**src/rtl/spi_rom_reader_pkg.sv**
```systemverilog
// Shared constants and state encoding for the SPI flash READ sequencer.
package spi_rom_reader_pkg;

  localparam logic [7:0] SPI_CMD_READ = 8'h03;
  localparam int         SPI_ADDR_W   = 24;
  localparam int         SPI_LEN_W    = 16;

  typedef enum logic [2:0] {
    ST_IDLE,
    ST_CMD,
    ST_ADDR,
    ST_DATA,
    ST_FIN
  } state_e;

endpackage

```
**src/rtl/spi_rom_reader_rx.sv**
```systemverilog
// Receive side: assembles MISO bits into bytes and holds each one for a
// valid/ready handshake with the downstream pixel path.
module spi_rom_reader_rx
  import spi_rom_reader_pkg::*;
(
  input  logic       clk_i,
  input  logic       reset_ni,
  input  logic       sample_i,
  input  logic       lastBit_i,
  input  logic       miso_i,
  input  logic       ready_i,
  output logic [7:0] data_o,
  output logic       valid_o,
  output logic       stall_o
);

  logic [6:0] shift_q, shift_d;
  logic [7:0] data_q, data_d;
  logic       valid_q, valid_d;

  // A load on the handshake edge keeps valid high so no byte is dropped.
  always_comb begin
    shift_d = shift_q;
    data_d  = data_q;
    valid_d = valid_q;
    if (valid_q && ready_i) begin
      valid_d = 1'b0;
    end
    if (sample_i) begin
      if (lastBit_i) begin
        data_d  = {shift_q, miso_i};
        valid_d = 1'b1;
      end else begin
        shift_d = {shift_q[5:0], miso_i};
      end
    end
  end

  always_ff @(posedge clk_i) begin
    if (!reset_ni) begin
      shift_q <= '0;
      data_q  <= '0;
      valid_q <= 1'b0;
    end else begin
      shift_q <= shift_d;
      data_q  <= data_d;
      valid_q <= valid_d;
    end
  end

  assign data_o  = data_q;
  assign valid_o = valid_q;
  assign stall_o = valid_q && !ready_i;

endmodule

```
**src/rtl/spi_rom_reader.sv**
```systemverilog
// SPI flash READ sequencer: sends CMD+ADDR, streams len bytes from MISO to a
// valid/ready consumer, with SCLK at clk/2 that pauses under backpressure.
module spi_rom_reader
  import spi_rom_reader_pkg::*;
#(
  parameter logic [7:0] CMD    = SPI_CMD_READ,
  parameter int         ADDR_W = SPI_ADDR_W,
  parameter int         LEN_W  = SPI_LEN_W
) (
  input  logic              clk_i,
  input  logic              reset_ni,
  input  logic              start_i,
  input  logic [ADDR_W-1:0] addr_i,
  input  logic [LEN_W-1:0]  len_i,
  output logic              busy_o,
  output logic              done_o,
  output logic [7:0]        out_data_o,
  output logic              out_valid_o,
  input  logic              out_ready_i,
  output logic              spi_cs_o,
  output logic              spi_sclk_o,
  output logic              spi_mosi_o,
  input  logic              spi_miso_i
);

  localparam int CNT_W = LEN_W + 3;
  localparam int TX_W  = 8 + ADDR_W;

  state_e           state_q, state_d;
  logic [CNT_W-1:0] bitCnt_q, bitCnt_d;
  logic [LEN_W-1:0] len_q, len_d;
  logic [TX_W-1:0]  txSr_q, txSr_d;
  logic             sclk_q, sclk_d;
  logic             cs_q, cs_d;
  logic             mosi_q, mosi_d;
  logic             busy_q, busy_d;
  logic             done_q, done_d;

  logic             rxSample, rxLastBit, rxStall, lastDataBit;
  logic [CNT_W-1:0] dataBitsM1;

  assign dataBitsM1  = {len_q, 3'b000} - CNT_W'(1);
  assign lastDataBit = (bitCnt_q == dataBitsM1);
  assign rxLastBit   = (bitCnt_q[2:0] == 3'd7);

  // In CMD/ADDR, cs low marks the setup cycle that raises cs and presents bit 0.
  always_comb begin
    state_d  = state_q;
    bitCnt_d = bitCnt_q;
    len_d    = len_q;
    txSr_d   = txSr_q;
    sclk_d   = sclk_q;
    cs_d     = cs_q;
    mosi_d   = mosi_q;
    busy_d   = busy_q;
    done_d   = 1'b0;
    rxSample = 1'b0;
    case (state_q)
      ST_IDLE: begin
        if (start_i) begin
          len_d    = len_i;
          txSr_d   = {CMD, addr_i};
          bitCnt_d = '0;
          busy_d   = 1'b1;
          state_d  = (len_i == '0) ? ST_FIN : ST_CMD;
        end
      end
      ST_CMD, ST_ADDR: begin
        if (!cs_q) begin
          cs_d   = 1'b1;
          mosi_d = txSr_q[TX_W-1];
        end else if (!sclk_q) begin
          sclk_d = 1'b1;
        end else begin
          sclk_d   = 1'b0;
          mosi_d   = txSr_q[TX_W-2];
          txSr_d   = txSr_q << 1;
          bitCnt_d = bitCnt_q + CNT_W'(1);
          if (state_q == ST_CMD && bitCnt_q == CNT_W'(7)) begin
            state_d  = ST_ADDR;
            bitCnt_d = '0;
          end else if (state_q == ST_ADDR && bitCnt_q == CNT_W'(ADDR_W - 1)) begin
            state_d  = ST_DATA;
            bitCnt_d = '0;
          end
        end
      end
      ST_DATA: begin
        if (!sclk_q) begin
          if (!(rxLastBit && rxStall)) begin
            sclk_d   = 1'b1;
            rxSample = 1'b1;
          end
        end else begin
          sclk_d   = 1'b0;
          bitCnt_d = bitCnt_q + CNT_W'(1);
          if (lastDataBit) begin
            state_d = ST_FIN;
          end
        end
      end
      ST_FIN: begin
        cs_d    = 1'b0;
        busy_d  = 1'b0;
        done_d  = 1'b1;
        state_d = ST_IDLE;
      end
      default: begin
        state_d = ST_IDLE;
      end
    endcase
  end

  always_ff @(posedge clk_i) begin
    if (!reset_ni) begin
      state_q  <= ST_IDLE;
      bitCnt_q <= '0;
      len_q    <= '0;
      txSr_q   <= '0;
      sclk_q   <= 1'b0;
      cs_q     <= 1'b0;
      mosi_q   <= 1'b0;
      busy_q   <= 1'b0;
      done_q   <= 1'b0;
    end else begin
      state_q  <= state_d;
      bitCnt_q <= bitCnt_d;
      len_q    <= len_d;
      txSr_q   <= txSr_d;
      sclk_q   <= sclk_d;
      cs_q     <= cs_d;
      mosi_q   <= mosi_d;
      busy_q   <= busy_d;
      done_q   <= done_d;
    end
  end

  spi_rom_reader_rx u_rx (
    .clk_i     (clk_i),
    .reset_ni  (reset_ni),
    .sample_i  (rxSample),
    .lastBit_i (rxLastBit),
    .miso_i    (spi_miso_i),
    .ready_i   (out_ready_i),
    .data_o    (out_data_o),
    .valid_o   (out_valid_o),
    .stall_o   (rxStall)
  );

  assign busy_o     = busy_q;
  assign done_o     = done_q;
  assign spi_cs_o   = cs_q;
  assign spi_sclk_o = sclk_q;
  assign spi_mosi_o = mosi_q;

endmodule
```
**config.mk**
```make
export PLATFORM = sky130hd
export DESIGN_NAME = spi_rom_reader
export DESIGN_NICKNAME = d
export VERILOG_FILES = /design/src/rtl/spi_rom_reader_pkg.sv /design/src/rtl/spi_rom_reader_rx.sv /design/src/rtl/spi_rom_reader.sv
export SDC_FILE = /design/constraint.sdc
export NUM_CORES = 1
export LEC_CHECK = 0
export ABC_AREA = 1
export ABC_CLOCK_PERIOD_IN_PS = 1900
export CORE_MARGIN = 2
export CORE_UTILIZATION = 30
export DETAILED_ROUTE_END_ITERATION = 12
export GPL_TIMING_DRIVEN = 0
export SLEW_MARGIN = 20
export SYNTH_ARGS = -nofsm -noshare
export SYNTH_HDL_FRONTEND = slang
export SYNTH_SLANG_ARGS = --single-unit
```
**constraint.sdc**
```tcl
create_clock -name clk_i -period 1.9 [get_ports clk_i]
set_clock_uncertainty 0.2 [all_clocks]
set_input_delay 0.285 -clock clk_i [delete_from_list [all_inputs] [get_ports clk_i]]
set_output_delay 0.285 -clock clk_i [all_outputs]
set_load 0.01 [all_outputs]
```
==> metrics list, run 1 <==
- Area share of the largest cell type after synthesis: 39.4%
* Pwr Density: 1480 nW/um^2
- Counting flops and latches in the post-synthesis netlist gives 91.
- Number of clock sinks seen by CTS: 91
- The flow ran to the end, but the final reports show violations.
* CTS H-tree lvls: 3
- Synth Flop Type: dfxtp_1
- Number of standard cells in the final layout excluding fillers: 959
- The via count of the first global-routing pass was 4538.
- Dividing the final minimum period by the clock period gives 105%.
* Final GP Congestion: 0.819
- Area of the mapped netlist: 4630 um^2
- Data on the critical path is required at its endpoint by 1.98 ns.
- Cells taking the most area after synthesis: dfxtp_1 (39%), nand2_1 (13%), a21oi_1 (11%)
- Overall die width: 128 um
* Worst Hold Launch: start_i
* RSZ-0062 raised after global routing: yes
* Cell chosen for the clock root: clkbuf_16
- In the final design database the tool counted 814 nets.
* Design Area, Final: 6250 um^2
* Placed inst area: 5440 um^2
* Type of element launching the critical path: register
- Measured on the finished design, the core utilization comes to 41.3%.
* TritonCTS clock tree: yes
- Headroom to the max-slew limit came out at 62.9%.
- Of all nets on the critical path, the largest fanout is 6.
- Final hold analysis gives a worst-case slack of 0.220 ns.
- For this configuration, the core starts out at a cell density of 30.6%.
- During placement, the flow inserted port buffers numbering 57.
- Full die area: 16400 um^2
- Static Leakage: 0.00245 uW
- Counting I/O delays and the setup requirement, the final critical path takes 2.00 ns.
- The startpoint identified for the worst register-to-register timing path is len_q[0].
- Drt drc: 0
* Synthesized instance count: 675
- Buffers inserted to repair hold after CTS numbered 0.
* Die height: 128 um
- Total wire length: 12800 um
* Number of distinct library cells after synthesis: 42
* Endpoints failing hold: 0
* Synth Net Count: 723
* Maximum number of pins on one net before global-route repair: 16
* Category of the worst setup path capture point: register
- HPWL after detailed placement: 8940 um
- Buffers inserted during clock tree synthesis total 9.
* Top Ports: 59
- For this run, asynchronously set or reset flops after synthesis account for 0%.
- During synthesis, Yosys emitted a total of 0 warnings.
- Final number of max-transition violations: 0
- Dividing the detail-routed wire length by the instance count gives 13.4 um.
- The number of antenna diodes in the final layout is 0.
- Once detail routing completed, the nets flagged for antenna violations numbered 0.
* Maximum clock rate: 500 MHz
- Overall fraction of global-route tracks in use: 16.3%
- At the worst endpoint, the arrival time is 2.08 ns.
* Clock transition at the registers of the reported paths: 0.06 ns
- In this run the deepest clock path goes through 2 buffers.
* Final count of negative-setup-slack endpoints: 19
- IR analysis of the VDD net gives a maximum drop of 0.730 mV.
- Of the synthesized area, sequential elements account for 39.4%.
* Pre-antenna DRT Iters: 4
- The critical path starts at len_q[0].
* FP Rows: 45
- For this run the aggregate overflow at the end of global routing stands at 0.
* Number of enable-type register cells in the synthesized netlist: 0
* Hold WC Path Type: input port to register
* DRC violation total after the first TritonRoute iteration: 228
* Core outline area: 15100 um^2
* Max-cap check violation count: 0
- Vias per cell: 4.87
- Setup WS post-layout: -0.0992 ns
* Avg Cell Area, Syn: 6.86 um^2
- Summing over every cut layer, the via total after detailed routing is 4666.
- Tightest Pin Transition: 0.556 ns
- The first global-routing pass estimated 21500 um of wire.
- Area leader, netlist: dfxtp_1
- Share of layout cells above drive strength 1: 17.0%
- Layout Area Growth over Synthesis: 35.0%
- The checks that failed: negative setup slack.
* Number of antenna violations at the first check in global routing: 0
* Classification of the worst setup path: register to register
* Clock latency reported for the late side of the worst-skew pair: 0.35 ns
* Number of cells after detailed placement: 920
-- cell families after synthesis --
group	after synthesis	synth area share (%)
xor gates and xnor gates	13	2.46
DFF	91	39.4
buffers and inverters	89	7.35
adders and majority gates	3	0.811
AOI/OAI and AO/OA	148	17.3
and+or+nand+nor	331	32.8
-- cells in the mapped netlist, types with 2 or more instances --
cell type and number:
nor4_1 6, dfxtp_1 91, buf_2 2, nor2_1 77, or2_2 2, clkbuf_1 23, o21ai_0 32, nand3_1 39
nand3_2 2, a31oi_1 4, nor2_2 3, nand3_4 2, a21oi_2 2, o21bai_1 2, xor2_1 8, a21oi_1 100
nand4_1 7, ha_1 3, o21ai_4 2, xnor2_1 5, nand2_1 157, nand2_4 2, nand3b_1 9, inv_1 59
a211oi_1 2, inv_2 2, nor3_1 16, nand2_2 2
-- path summary, 6_finish.rpt --
check / endpoint / slack, ns / depth (start not counted)
min: len_q[13] / 0.22 / 3
max reg2reg: state_q[0] / -0.1 / 14
max: state_q[0] / -0.1 / 14
min reg2reg: u_rx.shift_q[6] / 0.25 / 2
-- cell usage in the layout (no fill, tap or decap), drive strengths merged, types with 3 or more instances in the layout --
cell / n
xor2: 8
nor3: 17
o21ai: 35
clkdlybuf4s50: 57
buf: 36
clkbuf: 25
nand3b: 10
a31oi: 4
nand4: 7
nor4: 6
a21oi: 102
nor2: 82
nand2: 161
clkinv: 5
dfxtp: 91
or2: 3
inv: 62
xnor2: 5
ha: 3
nand3: 43
-- area by class of cell --
class	count	area, um^2
inverters	62	250
plain buffers	22	128
repair buffers	85	805
flip-flops and latches	91	1840
well taps	188	235
clock buffers	11	253
fillers	1567	8900
clock inverters	5	36.3
multi-input cells	495	2700
-- layer usage --
metal  vias up  track usage (%)  wire length, um
li1       2406                -                -
met1      2136             20.4             6060
met5         -                0                0
met4         0             5.24              281
met2       102             27.2             5950
met3        22             4.55              541
-- flip-flops by register name, summed over array words and instances, names as in the netlist --
| register | cells |
|---|---|
| u_rx.shift_q | 7 |
| bitCnt_q | 19 |
| txSr_q | 32 |
| u_rx.valid_o | 1 |
| busy_o | 1 |
| spi_sclk_o | 1 |
| spi_mosi_o | 1 |
| len_q | 16 |
| spi_cs_o | 1 |
| done_o | 1 |
| state_q | 3 |
| u_rx.data_o | 8 |
-- power breakdown --
part	internal [uW]	leakage (uW)	switching (uW)
Sequential	2350	0.000746	343
Combinational	1950	0.00155	2880
Clock	964	0.000146	794
Total	5260	0.00245	4020
-- timing repair --
| item | 4_1_cts | 5_1_grt |
|---|---|---|
| setup endpoints to repair | 88 | 66 |
| endpoints found under the hold margin | 0 | 0 |
| pin swaps | 17 | 12 |
| resized for setup | 62 | 51 |
| cloned | 0 | 1 |
| setup buffers | 26 | 1 |
-- worst max-delay path, cell delays in order (launching register included) --
cell     delay [ns]
dfxtp_2        0.34
inv_4          0.08
ha_4           0.16
nand2_4        0.07
nor2_4         0.19
nand3_1        0.09
nand2_1        0.09
nand2_1        0.06
nor2_1         0.10
nand2_1        0.11
nor2_2         0.13
nand2_2        0.09
nand3_2        0.07
nand2_1        0.05
nor2_1         0.12
-- through the flow --
stage | power (uW) | worst slack (ns) | TNS [ns]
floorplan | 5400 | -0.0187 | -0.0560
global route | 10000 | -0.268 | -3.15
detailed placement | 6410 | -0.413 | -25.22
CTS | 9050 | -0.0256 | -0.0860
finish | 9270 | -0.0992 | -1.12
global placement | 6390 | -0.385 | -23.53
Power figures use the tool's default switching activity.
==> run 2: changes to the inputs <==
--- a/config.mk
+++ b/config.mk
@@ -8,7 +8,7 @@
 export ABC_AREA = 1
 export ABC_CLOCK_PERIOD_IN_PS = 1900
 export CORE_MARGIN = 2
-export CORE_UTILIZATION = 30
+export CORE_UTILIZATION = 40
 export DETAILED_ROUTE_END_ITERATION = 12
 export GPL_TIMING_DRIVEN = 0
 export SLEW_MARGIN = 20
==> metrics list, run 2 (synthesized netlist as in run 1, its figures left out) <==
* Top flop regs: txSr_q x32, bitCnt_q x19, len_q x16 (unchanged)
- Final Cycle Share: 108% (was 105%)
- The CTS root buffer is clkbuf_16 (unchanged).
* Layout Area Growth over Synthesis: 38.8% (was 35.0%)
- The timing startpoint of the critical path is len_q[0] (unchanged).
- Cells along the critical path: inv_6, ha_4, xor2_1, nand3_1, nor2_1, nand2_1, nor2_2, nand2_1, nor2_2, nand2_2, nand3_2, nand2_1, nor2_1 (was inv_4, ha_4, nand2_4, nor2_4, nand3_1, nand2_1, nand2_1, nor2_1, nand2_1, nor2_2, nand2_2, nand3_2, nand2_1, nor2_1).
- Design Area, Final: 6430 um^2 (was 6250 um^2)
- The transition time of the tightest slew-check pin came to 0.730 ns (was 0.556 ns).
- The detailed-route wire length was 13400 um (was 12800 um).
* Final number of max-transition violations: 0 (unchanged)
- The number of antenna repair diodes is 0 (unchanged).
* Top fanout value on the critical path: 4 (was 6)
- Max-cap check violation count: 0 (unchanged)
- The hold path startpoint was start_i (unchanged).
- The number of H-tree branching levels was 3 (unchanged).
* Core outline area: 11400 um^2 (was 15100 um^2)
- Most common cell after layout, fill and taps aside: nand2_1 (unchanged)
- Clock latency reported for the late side of the worst-skew pair: 0.35 ns (about the same)
* Detail-routed net length per standard cell: 14.4 um (was 13.4 um)
- Via Count: 4789 (was 4666)
* Layout net count: 829 (was 814)
- Setup_tns: -0.834 ns (was -1.12 ns)
* Worst rel slew slack: 51.3% (was 62.9%)
- Number of clock sinks seen by CTS: 91 (unchanged)
- The die area was 12500 um^2 (was 16400 um^2).
- Vias per cell: 5.16 (was 4.87)
- The first-pass detailed-route iteration total came to 5 (was 4).
- The final cell count without fillers is 929 (was 959).
- The global placement routability congestion is 0.882 (was 0.819).
- Cell type group with the largest total delay on the critical path: simple AND/OR/NAND/NOR gates (unchanged)
- The overall track demand over capacity in global routing is 20.1% (was 16.3%).
* HPWL after detailed placement: 9270 um (was 8940 um)
- The largest register by flop count is txSr_q (unchanged).
- Arrival time of the worst setup path: 2.13 ns (was 2.08 ns)
- The number of primary I/O pins is 59 (unchanged).
- Drt drc: 0 (unchanged)
- The required time at the endpoint of the critical path came to 1.98 ns (about the same).
- The origin of the critical flop-to-flop path is len_q[0] (unchanged).
- RSZ-0062 raised after global routing: yes (unchanged)
* First-pass GRT wire length: 20500 um (was 21500 um)
* Classification of the worst setup path: register to register (unchanged)
* Number of cells after detailed placement: 875 (was 920)
- The total setup violations reported at the end of the flow is 22 (was 19).
- Inserted Clock Buffers: 9 (unchanged)
- Number of antenna violations at the first check in global routing: 0 (unchanged)
- Clock transition at the registers of the reported paths: 0.07 ns (was 0.06 ns)
- The path type of the worst min-delay path was input port to register (unchanged).
* Reg area: 1840 um^2 (about the same)
- The first-iteration detailed-routing DRC count is 228 (unchanged).
- Commonest non-fill, non-tap cells in the layout: nand2_1 (149), dfxtp_1 (81), nor2_1 (73) (was nand2_1 (150), a21oi_1 (97), dfxtp_1 (81)).
- Die height: 112 um (was 128 um)
- The largest net degree at the start of global routing was 16 (unchanged).
- Grt ovf: 0 (unchanged)
* Worst path slowest cell: dfxtp_4 (was dfxtp_2)
- Vias in the first global route: 4381 (was 4538)
- Failing checks: negative setup slack (unchanged).
* Residual antenna-violating net count after detailed routing: 0 (unchanged)
- The leakage dissipation came to 0.00252 uW (was 0.00245 uW).
* Slowest cell delay on critical path: 0.38 ns (was 0.34 ns)
- The achievable frequency was 486 MHz (was 500 MHz).
* Type of element launching the critical path: register (unchanged)
- Effective utilization at floorplan: 40.7% (was 30.6%)
- The clock tree from TritonCTS is yes (unchanged).
* Overall die width: 112 um (was 128 um)
- Largest register FFs: 32 (unchanged)
- Number of port buffers: 57 (unchanged)
- The share of post-route cells with drive strength above 1 is 20.1% (was 17.0%).
- Cell seen most often among critical-path stages: nand2_1 (unchanged)
- Setup WS post-layout: -0.156 ns (was -0.0992 ns)
* Placed inst area: 5390 um^2 (was 5440 um^2)
- Multi-input logic area: 2770 um^2 (was 2700 um^2)
- FP Rows: 39 (was 45)
- Endpoints failing hold: 0 (unchanged)
- The number of buffers on the longest clock path was 2 (unchanged).
- Min Clock Period, post-route: 2.06 ns (was 2.00 ns)
* Fill cells: 1088 (was 1567)
* Post-CTS Hold Fix Bufs: 0 (unchanged)
- The maximum vdd drop was 0.901 mV (was 0.730 mV).
- Pwr Density: 1600 nW/um^2 (was 1480 nW/um^2)
* Category of the worst setup path capture point: register (unchanged)
- Run status: complete, but fails checks (unchanged).
- The total buffers and inverters traversed by the critical path is 1 (unchanged).
## run 2: changes by cell type in the layout (fill, tap and decap cells not counted), moves of 4 or more
cell      change
nor2_2        -7
clkbuf_1      +4
a21oi_2      +25
buf_6        +16
a21oi_1      -25
nand3_1       +4
nand3_2       -4
nor2_1        +7
## run 2: power by group
part | switching (uW) | internal (uW)
Clock | 789 | 969
Combinational | 3300 | 2560
Sequential | 347 | 2350
## run 2: worst register-to-register path: cells and delay by family, from the launching register on
kind / cells / cell delay (ns)
and+or+nand+nor: 10 / 0.95
DFF: 1 / 0.38
adders and majority gates: 1 / 0.26
xor gates and xnor gates: 1 / 0.14
buffers and inverters: 1 / 0.05
## run 2: metal layers
metal | track usage (%) | vias to the layer above | wire [um]
met5 | 0 | - | 0
met4 | 7.74 | 0 | 333
met3 | 3.70 | 25 | 453
met2 | 35.3 | 91 | 6680
met1 | 24.4 | 2236 | 5930
li1 | - | 2437 | -
## run 2: path summary, 6_finish.rpt
path / to / slack [ns] / cells past startpoint
max: state_q[0] / -0.16 / 13
min: len_q[12] / 0.19 / 3
max reg2reg: state_q[0] / -0.16 / 13
min reg2reg: u_rx.shift_q[6] / 0.26 / 2
## run 2: stage by stage
stage,hold WS [ns],util [%],power [uW],setup slack [ns]
2_1_floorplan,0.223,-,5400,-0.0187
3_3_place_gp,0.238,47.4,6350,-0.397
3_5_place_dp,0.250,47.4,6440,-0.458
4_1_cts,0.192,52.2,8680,-0.158
5_1_grt,0.211,56.5,11000,-0.253
6_report,0.194,56.5,10300,-0.156
## run 2: layout make-up
class                   count  share of cell area [%]
multi-input cells         496                    43.1
flip-flops and latches     91                    28.7
repair buffers             97                    14.5
clock buffers              12                    3.99
inverters                  62                    3.82
well taps                 143                    2.78
plain buffers              24                    2.55
clock inverters             4                   0.526
## run 2: timing repair
item,CTS,global route
endpoints found under the setup margin,88,80
pin swaps,16,18
cloned,0,5
resized for setup,51,103
buffers inserted,17,19
==> run 3: changes to the inputs <==
--- a/config.mk
+++ b/config.mk
@@ -9,6 +9,7 @@
 export ABC_CLOCK_PERIOD_IN_PS = 1900
 export CORE_MARGIN = 2
 export CORE_UTILIZATION = 40
+export CTS_CLUSTER_SIZE = 40
 export DETAILED_ROUTE_END_ITERATION = 12
 export GPL_TIMING_DRIVEN = 0
 export SLEW_MARGIN = 20
==> results of run 3 <==
Final layout, timing and power as in run 2 (identical DEF).
